<file path="src/rtl/divider_prog.sv">
// rtl/divider_prog.sv - runtime-programmable clock divider with tick strobe and glitch-free reload
// Optional phase-align input enabled by DIVIDER_PROG_SYNC_EN.
module divider_prog #(
  parameter int WIDTH    = 24,
  parameter int DIV_RST  = 12000000,
  parameter int HIGH_RST = 6000000
) (
  input  logic             clk,
  input  logic             rst,
  input  logic             en,
  input  logic             load,
  input  logic [WIDTH-1:0] div_in,
  input  logic [WIDTH-1:0] high_in,
`ifdef DIVIDER_PROG_SYNC_EN
  input  logic             sync,
`endif
  output logic             pending,
  output logic             tick,
  output logic             clkout
);

  localparam logic [WIDTH-1:0] ONE        = WIDTH'(1);
  localparam logic [WIDTH-1:0] DIV_RST_W  = (DIV_RST == 0) ? ONE : WIDTH'(DIV_RST);
  localparam logic [WIDTH-1:0] HIGH_RST_W = WIDTH'(HIGH_RST);

  logic [WIDTH-1:0] cnt, cnt_nxt;
  logic [WIDTH-1:0] div_act, div_act_nxt;
  logic [WIDTH-1:0] high_act, high_act_nxt;
  logic [WIDTH-1:0] div_sh, div_sh_nxt;
  logic [WIDTH-1:0] high_sh, high_sh_nxt;
  logic             pending_q, pending_nxt;
  logic             tick_q, tick_nxt;
  logic             clkout_q, clkout_nxt;

  logic [WIDTH-1:0] div_in_m;
  logic [WIDTH-1:0] new_div;
  logic [WIDTH-1:0] new_high;
  logic             have_new;
  logic             wrap;
  logic             restart;

  // A load in the same cycle as an apply point bypasses the shadow registers.
  always_comb begin
    div_in_m = (div_in == '0) ? ONE : div_in;
    have_new = pending_q | load;
    new_div  = load ? div_in_m : div_sh;
    new_high = load ? high_in  : high_sh;
    wrap     = (cnt >= (div_act - ONE));
`ifdef DIVIDER_PROG_SYNC_EN
    restart  = wrap | sync;
`else
    restart  = wrap;
`endif
  end

  always_comb begin
    cnt_nxt      = cnt;
    div_act_nxt  = div_act;
    high_act_nxt = high_act;
    div_sh_nxt   = div_sh;
    high_sh_nxt  = high_sh;
    pending_nxt  = pending_q;
    tick_nxt     = 1'b0;
    clkout_nxt   = clkout_q;

    if (load) begin
      div_sh_nxt  = div_in_m;
      high_sh_nxt = high_in;
    end

    if (en) begin
      clkout_nxt = (cnt < high_act);
      if (restart) begin
        cnt_nxt  = '0;
        tick_nxt = 1'b1;
        if (have_new) begin
          div_act_nxt  = new_div;
          high_act_nxt = new_high;
          pending_nxt  = 1'b0;
        end
      end else begin
        cnt_nxt = cnt + ONE;
        if (load) begin
          pending_nxt = 1'b1;
        end
      end
    end else if (have_new) begin
      // Output is frozen while disabled, so new values can take effect at once.
      div_act_nxt  = new_div;
      high_act_nxt = new_high;
      cnt_nxt      = '0;
      pending_nxt  = 1'b0;
    end
  end

  always_ff @(posedge clk or posedge rst) begin
    if (rst) begin
      cnt       <= '0;
      div_act   <= DIV_RST_W;
      high_act  <= HIGH_RST_W;
      div_sh    <= DIV_RST_W;
      high_sh   <= HIGH_RST_W;
      pending_q <= 1'b0;
      tick_q    <= 1'b0;
      clkout_q  <= 1'b0;
    end else begin
      cnt       <= cnt_nxt;
      div_act   <= div_act_nxt;
      high_act  <= high_act_nxt;
      div_sh    <= div_sh_nxt;
      high_sh   <= high_sh_nxt;
      pending_q <= pending_nxt;
      tick_q    <= tick_nxt;
      clkout_q  <= clkout_nxt;
    end
  end

  assign pending = pending_q;
  assign tick    = tick_q;
  assign clkout  = clkout_q;

endmodule

</file>
<file path="config.mk">
export PLATFORM = sky130hd
export DESIGN_NAME = divider_prog
export DESIGN_NICKNAME = d
export VERILOG_FILES = /design/src/rtl/divider_prog.sv
export SDC_FILE = /design/constraint.sdc
export NUM_CORES = 1
export LEC_CHECK = 0
export ABC_AREA = 1
export BUFFER_PORTS_ARGS = -buffer_cell sky130_fd_sc_hd__buf_2
export CORE_UTILIZATION = 54
export CTS_BUF_LIST = sky130_fd_sc_hd__clkbuf_2 sky130_fd_sc_hd__clkbuf_4 sky130_fd_sc_hd__clkbuf_8
export DETAILED_ROUTE_END_ITERATION = 10
export GPL_TIMING_DRIVEN = 1
export PLACE_DENSITY = 0.7
export SLEW_MARGIN = 30
export SYNTH_ARGS = -nofsm -noshare
export SYNTH_HDL_FRONTEND = slang
export SYNTH_SLANG_ARGS = --single-unit
</file>
<file path="constraint.sdc">
create_clock -name clk -period 4.7 [get_ports clk]
set_clock_uncertainty 0.15 [all_clocks]
set_input_delay 0.705 -clock clk [delete_from_list [all_inputs] [get_ports clk]]
set_output_delay 0.705 -clock clk [all_outputs]
set_load 0.01 [all_outputs]
</file>
==> impl_metrics.env, run 1 <==
export IMPL_outcome="completed"
export IMPL_start_kind="flop"
export IMPL_netlist_area_um2=7153
export IMPL_synth_most_common_cell="nand2_1"
export IMPL_cts_buffers=17
export IMPL_path_buf_inv=4
export IMPL_antenna_found_initial=0
export IMPL_ys_flop_type="dfrtp_1"
export IMPL_track_usage=0.2556
export IMPL_cpPeakStageDelay_ps=450
export IMPL_r2r_setup_slack_ps=850
export IMPL_crit_cells=20
export IMPL_cts_max_level=4
export IMPL_route_detailed_drc=0
export IMPL_synth_top_area_frac=0.2904
export IMPL_cp_common_cell="nand2_1"
export IMPL_slew_viol_final=0
export IMPL_synth_edf_count=0
export IMPL_grt_ovfl_total=0
export IMPL_yosysUniqueCellTypes=38
export IMPL_async_reset_ff_frac=1.000
export IMPL_cts_hold_buf=0
export IMPL_slew_headroom=0.4870
export IMPL_cp_arrival_ps=4090
export IMPL_clk_latency_ps=450
export IMPL_rr_startpoint="div_act[0]"
export IMPL_vias_per_cell=4.961
export IMPL_syn_to_final_growth_pct=11.14
export IMPL_setup_viol=0
export IMPL_routabilityCongestion=0.8952
export IMPL_dieWidth_um=117.1
export IMPL_reg2reg_depth=20
export IMPL_p_int_w=0.001899
export IMPL_io_pins=55
export IMPL_diodes=0
export IMPL_cts_root_buffer_cell="clkbuf_8"
export IMPL_drtIter0Drc=259
export IMPL_clk_pin_slew_ps=70
export IMPL_finalCriticalPeriod_ps=3853
export IMPL_synth_area_leaders="dfrtp_1 29%, nand2_1 17%, dfstp_2 15%"
export IMPL_fp_row_count=41
export IMPL_synth_warnings=0
export IMPL_rsz0062_at_grt="no"
export IMPL_fillers=1196
export IMPL_clkPwrFrac=0.353
export IMPL_synth_common_cells="328 x nand2_1, 110 x inv_1, 83 x dfrtp_1"
export IMPL_dieArea_um2=13710
export IMPL_maxCapViolCount=0
export IMPL_setup_tns_ps=0
export IMPL_crit_path_end_kind="flop"
export IMPL_startpoint="div_act[0]"
export IMPL_port_buffers=54
export IMPL_power_density_nw_per_um2=343.8
export IMPL_crit_fanout=48
export IMPL_reg2reg_to="high_act[23]"
export IMPL_grt_pass1_wl_um=26390
export IMPL_dp_hpwl_um=11140
export IMPL_irDropWorstVdd_v=0.0002327
export IMPL_slowest_stage="nand3_2"
export IMPL_swShare=0.3052
export IMPL_clock_sinks=123
export IMPL_fmax_ghz=0.2595
export IMPL_drtPass1Iterations=4
export IMPL_cts_resized=0
export IMPL_required_ps=4940
export IMPL_syn_area_per_cell_um2=7.741
export IMPL_p_sw_w=0.0008344
export IMPL_crit_path_cell_trace="inv_1 -> ha_1 -> nand2_1 -> nor3_4 -> nand2_2 -> nor2_2 -> nand3_1 -> xor2_1 -> inv_1 -> ha_1 -> nand2_1 -> nor2_2 -> nand3_1 -> inv_1 -> a21oi_2 -> nand3_2 -> nand2_1 -> buf_4 -> nand2_1 -> nand2_1"
export IMPL_crit_path_end="high_act[23]"
export IMPL_worstMarginPinSlew_ps=769.5
export IMPL_vias=5745
export IMPL_hp_class="in -> async"
export IMPL_synth_net_count=1025
export IMPL_post_cts_buffers=0
export IMPL_power_leakage_nw=4.152
export IMPL_crit_type="reg -> reg"
export IMPL_fin_nets=1074
export IMPL_synth_seq_area_share=0.4373
export IMPL_finalHoldViolCount=0
export IMPL_grt_pass1_vias=5473
export IMPL_period_share=0.8198
export IMPL_tritoncts="done"
export IMPL_core_um2=12770
export IMPL_p_seq_frac=0.467
export IMPL_wl_per_cell_um=13.27
export IMPL_synth_seq_cells=123
export IMPL_start_util=0.5600
export IMPL_crit_family="simple AND/OR/NAND/NOR gates"
export IMPL_yosys_area_top_type="dfrtp_1"
export IMPL_ant_nets=0
export IMPL_grt_max_degree=69
export IMPL_finalWirelength_um=15370
export IMPL_power_frac_comb=0.180
export IMPL_synthesis_instances=924
export IMPL_drive_gt1_frac=0.1542
export IMPL_clock_path_buffers=2
export IMPL_die_h_um=117.1
export IMPL_p_total_w=0.002734
-- worst min-delay path by stage --
stage | startpoint | cells after the start | slack (ps) | endpoint
after floorplan | div_sh[1] | 2 | 290 | div_sh[1]
after global placement | high_act[15] | 2 | 300 | high_act[15]
after detailed placement | high_act[17] | 2 | 300 | high_act[17]
after CTS | rst | 2 | 240 | high_sh[14]
after global routing | rst | 2 | 300 | high_sh[14]
final | rst | 2 | 230 | high_sh[12]
-- state kept, by name (all words and copies together) (netlist names) --
| register | cells |
|---|---|
| clkout | 1 |
| cnt | 24 |
| div_act | 24 |
| div_sh | 24 |
| high_act | 24 |
| high_sh | 24 |
| pending | 1 |
| tick | 1 |
-- through the flow --
| stage | utilization | setup WS [ps] | std cells | hold slack (ps) | instance area [um^2] |
|---|---|---|---|---|---|
| after global placement | 0.5904 | 858.6 | 1126 | 299.1 | 7541 |
| after floorplan | - | 640.3 | 924 | 288.6 | 7153 |
| after global routing | 0.6224 | 391.2 | 1158 | 297.7 | 7950 |
| after detailed placement | 0.5904 | 823.9 | 1126 | 302.4 | 7541 |
| after CTS | 0.6224 | 798.0 | 1158 | 240.0 | 7950 |
| final | 0.6224 | 847.0 | 1158 | 233.2 | 7950 |
-- power by group through the flow --
stage	Sequential, W	Combinational (W)	Clock (W)
6_report	0.00128	0.000492	0.000964
3_3_place_gp	0.00129	0.000485	0
2_1_floorplan	0.00127	0.000386	0
5_1_grt	0.00129	0.000581	0.00103
4_1_cts	0.00128	0.000499	0.000989
3_5_place_dp	0.00129	0.000497	0
-- cells by family after synthesis --
logic type      after synthesis  synth area share
simple gates                506            0.2979
xor+xnor                     36           0.04408
buf+inv                     142           0.08256
compound gates               68           0.05247
fa+ha+maj                    49           0.08571
flops                       123            0.4373
-- final cells by class --
class	count	area, um^2	share of cell area
Tap cell	172	215.2	0.02707
Multi-Input combinational cell	659	3435	0.4320
Clock inverter	12	133.9	0.01684
Timing Repair Buffer	60	340.3	0.04281
Clock buffer	20	275.3	0.03462
Inverter	112	422.9	0.05319
Sequential cell	123	3128	0.3935
-- cell usage in the layout, fill, tap and decap left out, drive strengths merged, types with 3 or more instances in the layout --
master / instances
dfstp: 40
or2: 3
clkinv: 6
nand3: 75
nor3: 14
nand4: 14
buf: 60
xor2: 28
clkbuf: 20
a21oi: 22
inv: 114
ha: 49
o21ai: 31
dfrtp: 83
nor2: 67
xnor2: 8
o22ai: 8
nand2: 330
-- metal layers --
metal	track usage	part of all wire	vias to the layer above
li1	-	-	3021
met1	0.3499	0.51	2617
met2	0.3878	0.44	83
met3	0.05613	0.032	24
met4	0.1207	0.023	0
met5	0	0	-
Note: power is estimated with default switching activity, not from simulation.
==> run 2, diff against run 1 <==
- ABC_AREA: 1 -> 0
- PLACE_DENSITY: 0.7 -> 0.73
- clock period: 4.7 -> 3.4 ns (I/O delays scaled with it)
==> run 2 against run 1 <==
The run now ends with setup timing left. Clock power increased by 19%. Core utilization increased by 5.5 points. Cell count decreased by 28%. Via count decreased by 16%. Non-clock buffer count increased by 44. Sequential share of layout area decreased by 0.73 points. Combinational power increased by 86%. Fmax decreased by 2.2%. Clock-buffer cell count increased by 9. Flip-flop and latch count unchanged. Critical path type unchanged. Critical endpoint is now div_act[4]. Largest power group unchanged.
==> impl_metrics.env, run 2 <==
export IMPL_antenna_found_initial=0
export IMPL_vias=4852
export IMPL_port_buffers=54
export IMPL_fin_nets=776
export IMPL_multi_input_area_um2=3477
export IMPL_seq_area_um2=3128
export IMPL_track_usage=0.2430
export IMPL_synth_warnings=0
export IMPL_cp_common_cell="nand2_2"
export IMPL_fillers=829
export IMPL_hp_class="in -> async"
export IMPL_die_h_um=112.6
export IMPL_grtUsageMet1=0.2954
export IMPL_synth_edf_count=0
export IMPL_reg2reg_depth=18
export IMPL_synth_top_area_frac=0.3143
export IMPL_layout_common_cells="83 x dfrtp_1, 54 x buf_2, 48 x mux2_2, 48 x ha_1, 47 x mux2_4"
export IMPL_crit_fanout=8
export IMPL_syn_area_per_cell_um2=11.57
export IMPL_synth_seq_cells=123
export IMPL_maxCapViolCount=0
export IMPL_crit_path_end="div_act[4]"
export IMPL_yosys_area_top_type="dfrtp_1"
export IMPL_vias_per_cell=5.811
export IMPL_cpPeakStageDelay_ps=460
export IMPL_synth_seq_area_share=0.4733
export IMPL_cts_root_buffer_cell="clkbuf_8"
export IMPL_cp_arrival_ps=4120
export IMPL_synth_common_cells="83 x dfrtp_1, 75 x mux2_2, 49 x ha_1"
export IMPL_drtIter0Drc=232
export IMPL_clock_sinks=123
export IMPL_r2r_setup_slack_ps=-540
export IMPL_busiest_layer="met2"
export IMPL_start_kind="flop"
export IMPL_syn_to_final_growth_pct=22.57
export IMPL_mostFrequentLayoutCell="dfrtp_1"
export IMPL_cts_max_level=4
export IMPL_tritoncts="done"
export IMPL_routabilityCongestion=0.8787
export IMPL_netlist_area_um2=6609
export IMPL_core_um2=11960
export IMPL_grt_util_met3=0.04914
export IMPL_violations="setup timing"
export IMPL_finalCriticalPeriod_ps=3939
export IMPL_clock_path_buffers=2
export IMPL_dp_hpwl_um=10050
export IMPL_finalWirelength_um=15040
export IMPL_required_ps=3580
export IMPL_synth_net_count=672
export IMPL_ant_nets=0
export IMPL_rsz0062_at_grt="yes"
export IMPL_drtPass1Iterations=4
export IMPL_power_leakage_nw=3.885
export IMPL_setup_viol=74
export IMPL_async_reset_ff_frac=1.000
export IMPL_yosysUniqueCellTypes=53
export IMPL_grt_max_degree=124
export IMPL_crit_type="reg -> reg"
export IMPL_cts_hold_buf=0
export IMPL_synth_area_leaders="dfrtp_1 31%, dfstp_2 16%, mux2_2 13%"
export IMPL_slew_headroom=0.5577
export IMPL_start_util=0.5525
export IMPL_irDropWorstVdd_v=0.0004006
export IMPL_route_detailed_drc=0
export IMPL_grt_ovfl_total=0
export IMPL_clk_pin_slew_ps=60
export IMPL_startpoint="div_act[1]"
export IMPL_slowest_stage="or4_4"
export IMPL_hold_slack_ps=97.93
export IMPL_fp_row_count=40
export IMPL_dieArea_um2=12690
export IMPL_outcome="complete, but fails checks"
export IMPL_ys_flop_type="dfrtp_1"
export IMPL_setup_tns_ps=-32750
export IMPL_grt_pass1_wl_um=23690
export IMPL_grt_pass1_vias=4915
export IMPL_reg2reg_to="div_act[4]"
export IMPL_drive_gt1_frac=0.4302
export IMPL_dieWidth_um=112.6
export IMPL_cts_buffers=17
export IMPL_crit_path_cell_trace="inv_1 -> ha_2 -> nor2b_4 -> nand2_2 -> or4_4 -> nor3_4 -> nand2_2 -> nor4_4 -> xnor2_1 -> ha_1 -> nand4_4 -> nor4_2 -> a22oi_1 -> nand3_2 -> o21ai_4 -> buf_6 -> clkbuf_16 -> mux2_4"
export IMPL_fmax_ghz=0.2539
export IMPL_period_share=1.159
export IMPL_finalHoldViolCount=0
export IMPL_power_density_nw_per_um2=485.0
export IMPL_worstMarginPinSlew_ps=661.0
export IMPL_crit_path_end_kind="flop"
export IMPL_setup_slack_ps=-539.0
export IMPL_synth_most_common_cell="dfrtp_1"
export IMPL_wl_per_cell_um=18.02
export IMPL_slew_viol_final=0
export IMPL_use_met2=0.4091
export IMPL_diodes=0
export IMPL_synthesis_instances=571
export IMPL_clk_latency_ps=450
export IMPL_io_pins=55
export IMPL_rr_startpoint="div_act[1]"
[run 2: kinds of logic (layout without fill, tap and decap cells)]
kind of cell               count (synthesis)  in the layout  synth area share
adders and majority gates                 49             49           0.09277
muxes                                     96             96            0.1685
AOI/OAI and AO/OA                         86             86           0.08141
buffers and inverters                     50            167           0.03294
and+or+nand+nor                          145            145            0.1219
xor gates and xnor gates                  22             22           0.02916
DFF                                      123            123            0.4733
[run 2: layer usage]
metal / share of wire / vias up / wire (um)
met1: 0.44 / 2400 / 6586
li1: - / 2292 / -
met4: 0.035 / 0 / 527
met3: 0.034 / 42 / 514
met5: 0 / - / 0
met2: 0.49 / 118 / 7417
[run 2: worst min path at each step]
stage                      start  slack (ps)            to
detailed placement    high_sh[2]         330    high_sh[2]
floorplan           high_act[21]         310  high_act[21]
finish                       rst         100   high_sh[13]
global route                 rst         130  high_act[12]
global placement       div_sh[1]         330     div_sh[1]
CTS                          rst         110  high_act[14]
[run 2: critical path, delay by kind of cell, from the launching register on]
kind                       cells  cell delay [ps]
and+or+nand+nor                9             1460
adders and majority gates      2              470
AOI/OAI and AO/OA              2              440
buffers and inverters          3              410
DFF                            1              410
muxes                          1              300
xor gates and xnor gates       1              180
[run 2: timing repair]
item                       4_1_cts  5_1_grt
setup endpoints to repair       74       74
pin swaps                        3        6
gates resized for setup         15       44
cloned                           2        4
setup buffers                    8        5
[run 2: where the power goes]
part	switching, W	leakage [nW]	internal [W]
combinational	0.000403	2.25	0.000510
sequential	0.000163	1.44	0.00171
clock	0.000527	0.194	0.000620
total	0.00109	3.88	0.00284
[run 2: final cells by class]
cell class / instances / share of cell area
Inverter: 31 / 0.01483
Sequential cell: 123 / 0.3862
Clock buffer: 29 / 0.04155
Clock inverter: 3 / 0.001854
Multi-Input combinational cell: 398 / 0.4293
Tap cell: 147 / 0.02271
Timing Repair Buffer: 104 / 0.1036
[run 2: metrics by stage]
stage | utilization | power [W] | setup slack (ps) | area (um^2) | cells
finish | 0.6772 | 0.003929 | -539.0 | 8100 | 835
global route | 0.6772 | 0.004130 | -692.7 | 8100 | 835
CTS | 0.6524 | 0.003849 | -456.0 | 7804 | 827
detailed placement | 0.6092 | 0.002656 | -492.6 | 7287 | 785
global placement | 0.6092 | 0.002601 | -409.1 | 7287 | 785
floorplan | - | 0.002379 | -304.2 | 6646 | 571
